--- config.mk ---
export PLATFORM = sky130hd
export DESIGN_NAME = aes_key_expander
export DESIGN_NICKNAME = d
export VERILOG_FILES = /design/src/rtl/aes_key_expander.sv
export SDC_FILE = /design/constraint.sdc
export NUM_CORES = 2
export LEC_CHECK = 0
export CAP_MARGIN = 20
export CORE_AREA = 2 2 601 603
export CTS_CLUSTER_SIZE = 12
export DETAILED_ROUTE_END_ITERATION = 7
export DIE_AREA = 0 0 603 605
export HOLD_SLACK_MARGIN = 0.06
export SLEW_MARGIN = 20
export SYNTH_ARGS = -nofsm -noshare
export SYNTH_HDL_FRONTEND = slang
export SYNTH_SLANG_ARGS = --single-unit
--- constraint.sdc ---
create_clock -name clk -period 8.5 [get_ports clk]
set_input_delay 1.7 -clock clk [delete_from_list [all_inputs] [get_ports clk]]
set_output_delay 1.7 -clock clk [all_outputs]
set_load 0.05 [all_outputs]
--- src/rtl/aes_key_expander.sv ---
`default_nettype none
// +----------------------------------------------------------------------------+
// | aes_key_expander: iterative AES-128 key schedule, one word (w4..w43)/clock |
// | Revision: 1.0                                                              |
// +----------------------------------------------------------------------------+
module aes_key_expander (
   input  logic                clk,
   input  logic                n_rst,
   input  logic                start,
   input  logic [127:0]        key_in,
   output logic [0:43][31:0]   key_schedule,
   output logic                busy,
   output logic                key_valid
);

   localparam logic [1:0] c_st_idle   = 2'd0;
   localparam logic [1:0] c_st_expand = 2'd1;
   localparam logic [1:0] c_st_done   = 2'd2;

   localparam logic [0:255][7:0] c_sbox = {
      128'h637c777bf26b6fc53001672bfed7ab76, 128'hca82c97dfa5947f0add4a2af9ca472c0,
      128'hb7fd9326363ff7cc34a5e5f171d83115, 128'h04c723c31896059a071280e2eb27b275,
      128'h09832c1a1b6e5aa0523bd6b329e32f84, 128'h53d100ed20fcb15b6acbbe394a4c58cf,
      128'hd0efaafb434d338545f9027f503c9fa8, 128'h51a3408f929d38f5bcb6da2110fff3d2,
      128'hcd0c13ec5f974417c4a77e3d645d1973, 128'h60814fdc222a908846eeb814de5e0bdb,
      128'he0323a0a4906245cc2d3ac629195e479, 128'he7c8376d8dd54ea96c56f4ea657aae08,
      128'hba78252e1ca6b4c6e8dd741f4bbd8b8a, 128'h703eb5664803f60e613557b986c11d9e,
      128'he1f8981169d98e949b1e87e9ce5528df, 128'h8ca1890dbfe6426841992d0fb054bb16
   };

   function automatic logic [7:0] rcon(input logic [3:0] idx);
      case (idx)
         4'd1:    rcon = 8'h01;
         4'd2:    rcon = 8'h02;
         4'd3:    rcon = 8'h04;
         4'd4:    rcon = 8'h08;
         4'd5:    rcon = 8'h10;
         4'd6:    rcon = 8'h20;
         4'd7:    rcon = 8'h40;
         4'd8:    rcon = 8'h80;
         4'd9:    rcon = 8'h1b;
         4'd10:   rcon = 8'h36;
         default: rcon = 8'h00;
      endcase
   endfunction

   logic [1:0]         state_q, state_d;
   logic [5:0]         cnt_q, cnt_d;
   logic [0:43][31:0]  sched_q, sched_d;
   logic               busy_q, busy_d;
   logic               valid_q, valid_d;

   logic [31:0] w_prev, w_back, w_rot, w_sub, w_temp;

   always_comb begin
      w_prev = sched_q[cnt_q - 6'd1];
      w_back = sched_q[cnt_q - 6'd4];
      w_rot  = {w_prev[23:0], w_prev[31:24]};
      w_sub  = {c_sbox[w_rot[31:24]], c_sbox[w_rot[23:16]],
                c_sbox[w_rot[15:8]],  c_sbox[w_rot[7:0]]};
      // Every fourth word starts a new round key and takes the non-linear path.
      w_temp = (cnt_q[1:0] == 2'b00) ? (w_sub ^ {rcon(cnt_q[5:2]), 24'h0}) : w_prev;
   end

   always_comb begin
      state_d = state_q;
      cnt_d   = cnt_q;
      sched_d = sched_q;
      busy_d  = busy_q;
      valid_d = valid_q;
      case (state_q)
         c_st_idle, c_st_done: begin
            if (start) begin
               sched_d[0] = key_in[127:96];
               sched_d[1] = key_in[95:64];
               sched_d[2] = key_in[63:32];
               sched_d[3] = key_in[31:0];
               cnt_d      = 6'd4;
               busy_d     = 1'b1;
               valid_d    = 1'b0;
               state_d    = c_st_expand;
            end
         end
         c_st_expand: begin
            sched_d[cnt_q] = w_back ^ w_temp;
            cnt_d          = cnt_q + 6'd1;
            if (cnt_q == 6'd43) begin
               state_d = c_st_done;
               busy_d  = 1'b0;
               valid_d = 1'b1;
            end
         end
         default: state_d = c_st_idle;
      endcase
   end

   always_ff @(posedge clk or negedge n_rst) begin
      if (!n_rst) begin
         state_q <= c_st_idle;
         cnt_q   <= 6'd0;
         sched_q <= '0;
         busy_q  <= 1'b0;
         valid_q <= 1'b0;
      end else begin
         state_q <= state_d;
         cnt_q   <= cnt_d;
         sched_q <= sched_d;
         busy_q  <= busy_d;
         valid_q <= valid_d;
      end
   end

   assign key_schedule = sched_q;
   assign busy         = busy_q;
   assign key_valid    = valid_q;

endmodule
`default_nettype wire

Word-level counts from Yosys, hierarchy flattened --
Memories as Yosys holds them, arrays and structs flattened. Cells that the tools add are included.
Word-level totals: register bits 1418, bits in read-only memories 8320, bits of input ports 131, memories 5
Memories:
- (name not given) | depth 256, width 8, read ports 1, clocked after Yosys merged registers in 0, wr ports 0, RTL line 60 | c_sbox[w_rot[15:8]], c_sbox[w_rot[7:0]]};
- (name not given) | depth 256, width 8, read ports 1, clocked after Yosys merged registers in 0, wr ports 0, RTL line 60
- (name not given) | depth 256, width 8, read ports 1, clocked after Yosys merged registers in 0, wr ports 0, RTL line 59 | w_sub = {c_sbox[w_rot[31:24]], c_sbox[w_rot[23:16]],
- (name not given) | depth 256, width 8, read ports 1, clocked after Yosys merged registers in 0, wr ports 0, RTL line 59
- (name not given) | depth 16, width 8, read ports 1, clocked after Yosys merged registers in 0, wr ports 0, RTL line 32 | case (idx)
Cells by class: add/sub/neg operators 3, $lt $le $gt $ge 8, equality and inequality tests 5, muxes and demuxes 31, bitwise logic cells 9, reductions and logical operators 8
Operators with widths (number):
- $bwmux 1408 | 1
- $bmux 32 s6 | 2
- $pmux 128 s2 | 1
- $demux 32 s6 | 1
- $mux 32 | 6
- $mux 128 | 1
- $mux 8 | 8
- $xor 32x32->32 | 2
- $ge 9x9->1 const B | 4
- $not 8->9 | 4
- $ge 7x7->1 const B | 3
- $not 6->7 | 3
- $pmux 6 s2 | 1
- $lt 7x1->1 const B | 1
- $add 6x1->6 const B | 1
- $eq 6x6->1 const B | 1
- $mux 6 | 1
- $sub 6x1->6 const B | 1
- $sub 6x3->6 const B | 1
- $logic_not 2->1 | 2
- $mux 1 | 4
- $mux 2 | 2
- $ne 2x2->1 const B | 2
- $pmux 1 s2 | 2
- 8 further kinds | 9

Logic depth before layout (Yosys ltp) --
word-level depth 14, mapped depth 34, gate-level depth less buffers 20

Least setup slack after synthesis --
Ideal clock, no wire load.
path type register to register, from reg cnt_q[0], to reg sched_q, in the netlist key_schedule[408], setup time 0.130 ns, data arrival time 6.741 ns, required time 8.370 ns, slack 1.629 ns, cell stages (with the launch flop) 32, buffers on the path 14, period minus slack after synthesis 6.871 ns, cells stage by stage dfrtp_1 buf_6 buf_8 buf_6 inv_2 clkbuf_1 clkbuf_1 clkbuf_1 ha_1 clkbuf_2 buf_4 buf_6 buf_4 clkbuf_1 mux4_2 mux4_2 a21o_1 nand2_1 buf_2 ha_1 clkbuf_1 inv_1 a21oi_1 a21oi_1 o221ai_1 a21oi_1 nor4_1 nand3b_1 a31oi_2 xor2_2 buf_2 o21ai_1
On the way: word-level cells in the longest chain between the ends 13
Ends and longest elaborated chain:
- from (decl) | RTL line 48 | logic [5:0] cnt_q, cnt_d;
- from (signal assigned) | RTL line 106 | cnt_q <= cnt_d;
- $sub 6x1->6 | RTL line 56 | w_prev = sched_q[cnt_q - 6'd1];
- $not 6->7 (not written as such) | RTL line 56
- $bmux 32 s6 | RTL line 56
- $mux 32 (not written as such) (2 in a row) | RTL line 56
- $not 8->9 (not written as such) | RTL line 59
- $mem_v2 256x8
- $mux 8 (not written as such) (2 in a row) | RTL line 59
- $xor 32x32->32 | RTL line 62 | w_temp = (cnt_q[1:0] == 2'b00) ? (w_sub ^ {rcon(cnt_q[5:2]), 24'h0}) : w_prev;
- $mux 32 | RTL line 62
- $xor 32x32->32 | RTL line 85 | sched_d[cnt_q] = w_back ^ w_temp;
- $bwmux 1408 (*) | RTL line 85
- to (signal assigned) | RTL line 107 | sched_q <= sched_d;
- to (decl) | RTL line 49 | logic [0:43][31:0] sched_q, sched_d;
Every way passes the cells marked *; elsewhere a longest branch is shown, timed or not. The select of a mux whose other input is x is not followed. A chain may end at the register's enable or synchronous reset.

Worst setup path in the final report --
from reg cnt_q[0], to reg sched_q, in the netlist key_schedule[1207]
Same word-level chain as after synthesis.

==> impl_metrics.yaml <==
sta:
  hold_violations: 0
  setup_violations: 28
  finalCritPeriodShare: 1.01
  finalCriticalPeriod_ns: 8.62
  drv_slew: 0
  grt_setup_unrepaired: "no"
  fmax_ghz: 0.116
  worstMarginPinSlew_ns: 1.36
  tns_ns: -1.20
  slew-limit-headroom: 0.0878
  setup_slack_ns: -0.124
  fin_worst_skew_ns: 0.105
clocking:
  clkLatencyLatePin_ns: 0.93
  cts_buffers: 170
  clk_pin_slew_ns: 0.06
  cts-root-buf: "clkbuf_16"
  cts_max_level: 4
  post_cts_buffers: 0
  cts.sinks: 1418
  tritoncts: "built"
  clockBufferDepth: 4
  cts_resized: 0
  cts_hold_buffers: 0
global_routing:
  track_usage: 0.376
  overflow: 0
  grt_max_degree: 169
  grt_pass1_vias: 92500
  grt_pass1_wl_um: 933000
  antenna_found_initial: 58
setup_path:
  slowest_stage: "a41oi_1"
  cp-end-kind: "flop"
  cp.required_ns: 9.18
  crit_top_cell: "mux2i_1"
  cp.buffers_inverters: 5
  cp_top_family: "compound AO/OA/AOI/OAI gates"
  critPathMaxStageDelay_ns: 0.81
  path_depth: 20
  rr_worst_depth: 20
  crit_chain: "inv_6, ha_1, xor2_4, buf_12, buf_4, mux2i_1, mux2i_1, mux2i_1, o22ai_1, inv_1, ha_1, a211oi_1, a311oi_1, a2111oi_0, o21ai_1, a41oi_1, a21oi_2, xor2_4, buf_12, o21ai_1"
  r2r_slack_ns: -0.12
  crit_type: "flop to flop"
  crit_arrival_ns: 9.31
  r2r-end: "key_schedule[1207]"
  r2r-start: "cnt_q[0]"
  start_kind: "flop"
  worstPathMaxFanout: 34
synthesis:
  synth_area_mm2: 0.0890
  ys_seq_elements: 1418
  yosys.area.top_type: "dfrtp_1"
  avgSynthCellArea_um2: 9.05
  synthArstFlopShare: 1.00
  synth_edf_count: 0
  yosysTopAreaCellShare: 0.399
  synth_cell_types: 119
  synth_seq_area_share: 0.399
  synth.most_common_cell: "nand2_1"
  synthTopCellsByCount: "1822 x nand2_1, 1418 x dfrtp_1, 1038 x o21ai_0"
  postSynthCellCount: 9835
  synth.yosys.warnings: 0
  syn-num-nets: 10000
  synth_area_leaders: "dfrtp_1 40%, mux4_2 9.7%, nand2_1 7.7%, o21ai_0 5.8%, o22ai_1 3.0%"
  ys.flop_type: "dfrtp_1"
final_layout:
  utilization: 0.327
  drive_gt1_frac: 0.150
  layoutNonFillerInstCount: 16000
  finalNetCount: 11200
  syn_to_final_growth_pct: 31.4
  fill_cells: 36900
run_status:
  status: "finished, violations left"
  violations: "DRC, setup timing"
drt:
  avgRoutedWirePerCell_um: 44.8
  ant_nets: 0
  vias_per_cell: 6.30
  drt_first_pass_iters: 8
  drt-initial-drc-count: 17700
  num_vias: 101000
  route.detailed.drc: 12
  postRouteWirelength_um: 715000
floorplanning:
  rows: 220
  initial_utilization: 0.249
  num_io_pins: 1541
  die_x_um: 603
  die_area_mm2: 0.365
  die_h_um: 605
  core-area_mm2: 0.358
worst_hold_path:
  min_from: "busy"
  holdPathEnd: "busy"
  whs_path_depth: 1
  min_path_type: "flop to flop"
placement:
  dp_cells: 15600
  hpwl_um: 534000
  buffer_ports.inserted: 1540
  gp_congestion: 1.03
flow_run:
  maxCapViolCount: 0
-- cell usage in the layout (no fill, tap or decap), drive strengths merged, types with 33 or more instances in the layout --
cell type	netlist	routed
and3	39	39
nor3	134	134
nor4	69	69
o22ai	431	431
o211ai	97	97
ha	64	64
a31oi	142	142
o31ai	40	40
nand2	1825	1825
mux4	383	383
nor2	507	507
dfrtp	1418	1418
clkinv	4	44
mux2	145	145
buf	500	532
a211oi	105	105
xnor2	38	38
inv	49	60
nand4	33	33
o21ai	1599	1599
diode	0	39
clkdlybuf4s50	0	1521
nand3	153	153
mux2i	251	251
o221ai	54	54
a21oi	501	501
a22oi	82	82
a221oi	76	76
o2111ai	37	37
o311ai	46	46
clkbuf	538	241
-- worst max path at each step --
| stage | from | endpoint | slack (ns) |
|---|---|---|---|
| global route | cnt_q[0] | key_schedule[1207] | 0.01 |
| CTS | cnt_q[0] | key_schedule[1375] | 0.35 |
| finish | cnt_q[0] | key_schedule[1207] | -0.12 |
| floorplan | cnt_q[0] | key_schedule[408] | 1.63 |
| global placement | cnt_q[0] | key_schedule[444] | 0.38 |
| detailed placement | cnt_q[0] | key_schedule[1311] | 0.43 |
-- metal layers --
layer | track usage | vias to the layer above | wire length [um]
met5 | 0.00287 | - | 515
met1 | 0.466 | 50800 | 267000
li1 | - | 39000 | -
met3 | 0.166 | 1930 | 102000
met4 | 0.253 | 60 | 59500
met2 | 0.523 | 8805 | 286000
-- flip-flops by register name, summed over array words and instances (netlist names) --
register and flops:
key_valid 1, cnt_q 6, key_schedule 1408, busy 1
state_q 2
-- stage by stage --
stage               setup WS (ns)  hold slack [ns]  area [um^2]
detailed placement          0.426            0.479       111000
CTS                         0.347            0.491       117000
global route               0.0127            0.513       117000
floorplan                    1.63            0.526        89000
global placement            0.382            0.476       111000
finish                     -0.124            0.493       117000
-- cells by family (layout without fill, tap and decap cells) --
group	Yosys count	in the layout	share of synthesized area
DFF	1418	1418	0.399
AOI/OAI and AO/OA	3558	3558	0.247
xor gates and xnor gates	59	59	0.00770
muxes	779	779	0.143
other	0	39	0
and+or+nand+nor	2866	2866	0.134
adders and majority gates	64	64	0.00899
buffers and inverters	1091	2411	0.0600
-- final cells by class --
cell class | instances | area, um^2 | area share
Inverter | 53 | 209 | 0.00179
Multi-Input combinational cell | 7326 | 49400 | 0.422
Sequential cell | 1418 | 35500 | 0.303
Clock buffer | 238 | 5050 | 0.0432
Antenna cell | 39 | 97.6 | 0.000834
Timing Repair Buffer | 2056 | 20000 | 0.171
Tap cell | 4773 | 5970 | 0.0511
Clock inverter | 64 | 737 | 0.00630
-- worst reg2reg max path: stages (launching register included) --
cell       delay [ns]
dfrtp_4          0.57
inv_6            0.25
ha_1             0.48
xor2_4           0.48
buf_12           0.26
buf_4            0.39
mux2i_1          0.14
mux2i_1          0.61
mux2i_1          0.31
o22ai_1          0.73
inv_1            0.36
ha_1             0.52
a211oi_1         0.33
a311oi_1         0.10
a2111oi_0        0.51
o21ai_1          0.12
a41oi_1          0.81
a21oi_2          0.36
xor2_4           0.50
buf_12           0.36
o21ai_1          0.23
Power is not shown: default switching activity piles up to over one toggle a cycle in this logic, so the estimate is an artifact.
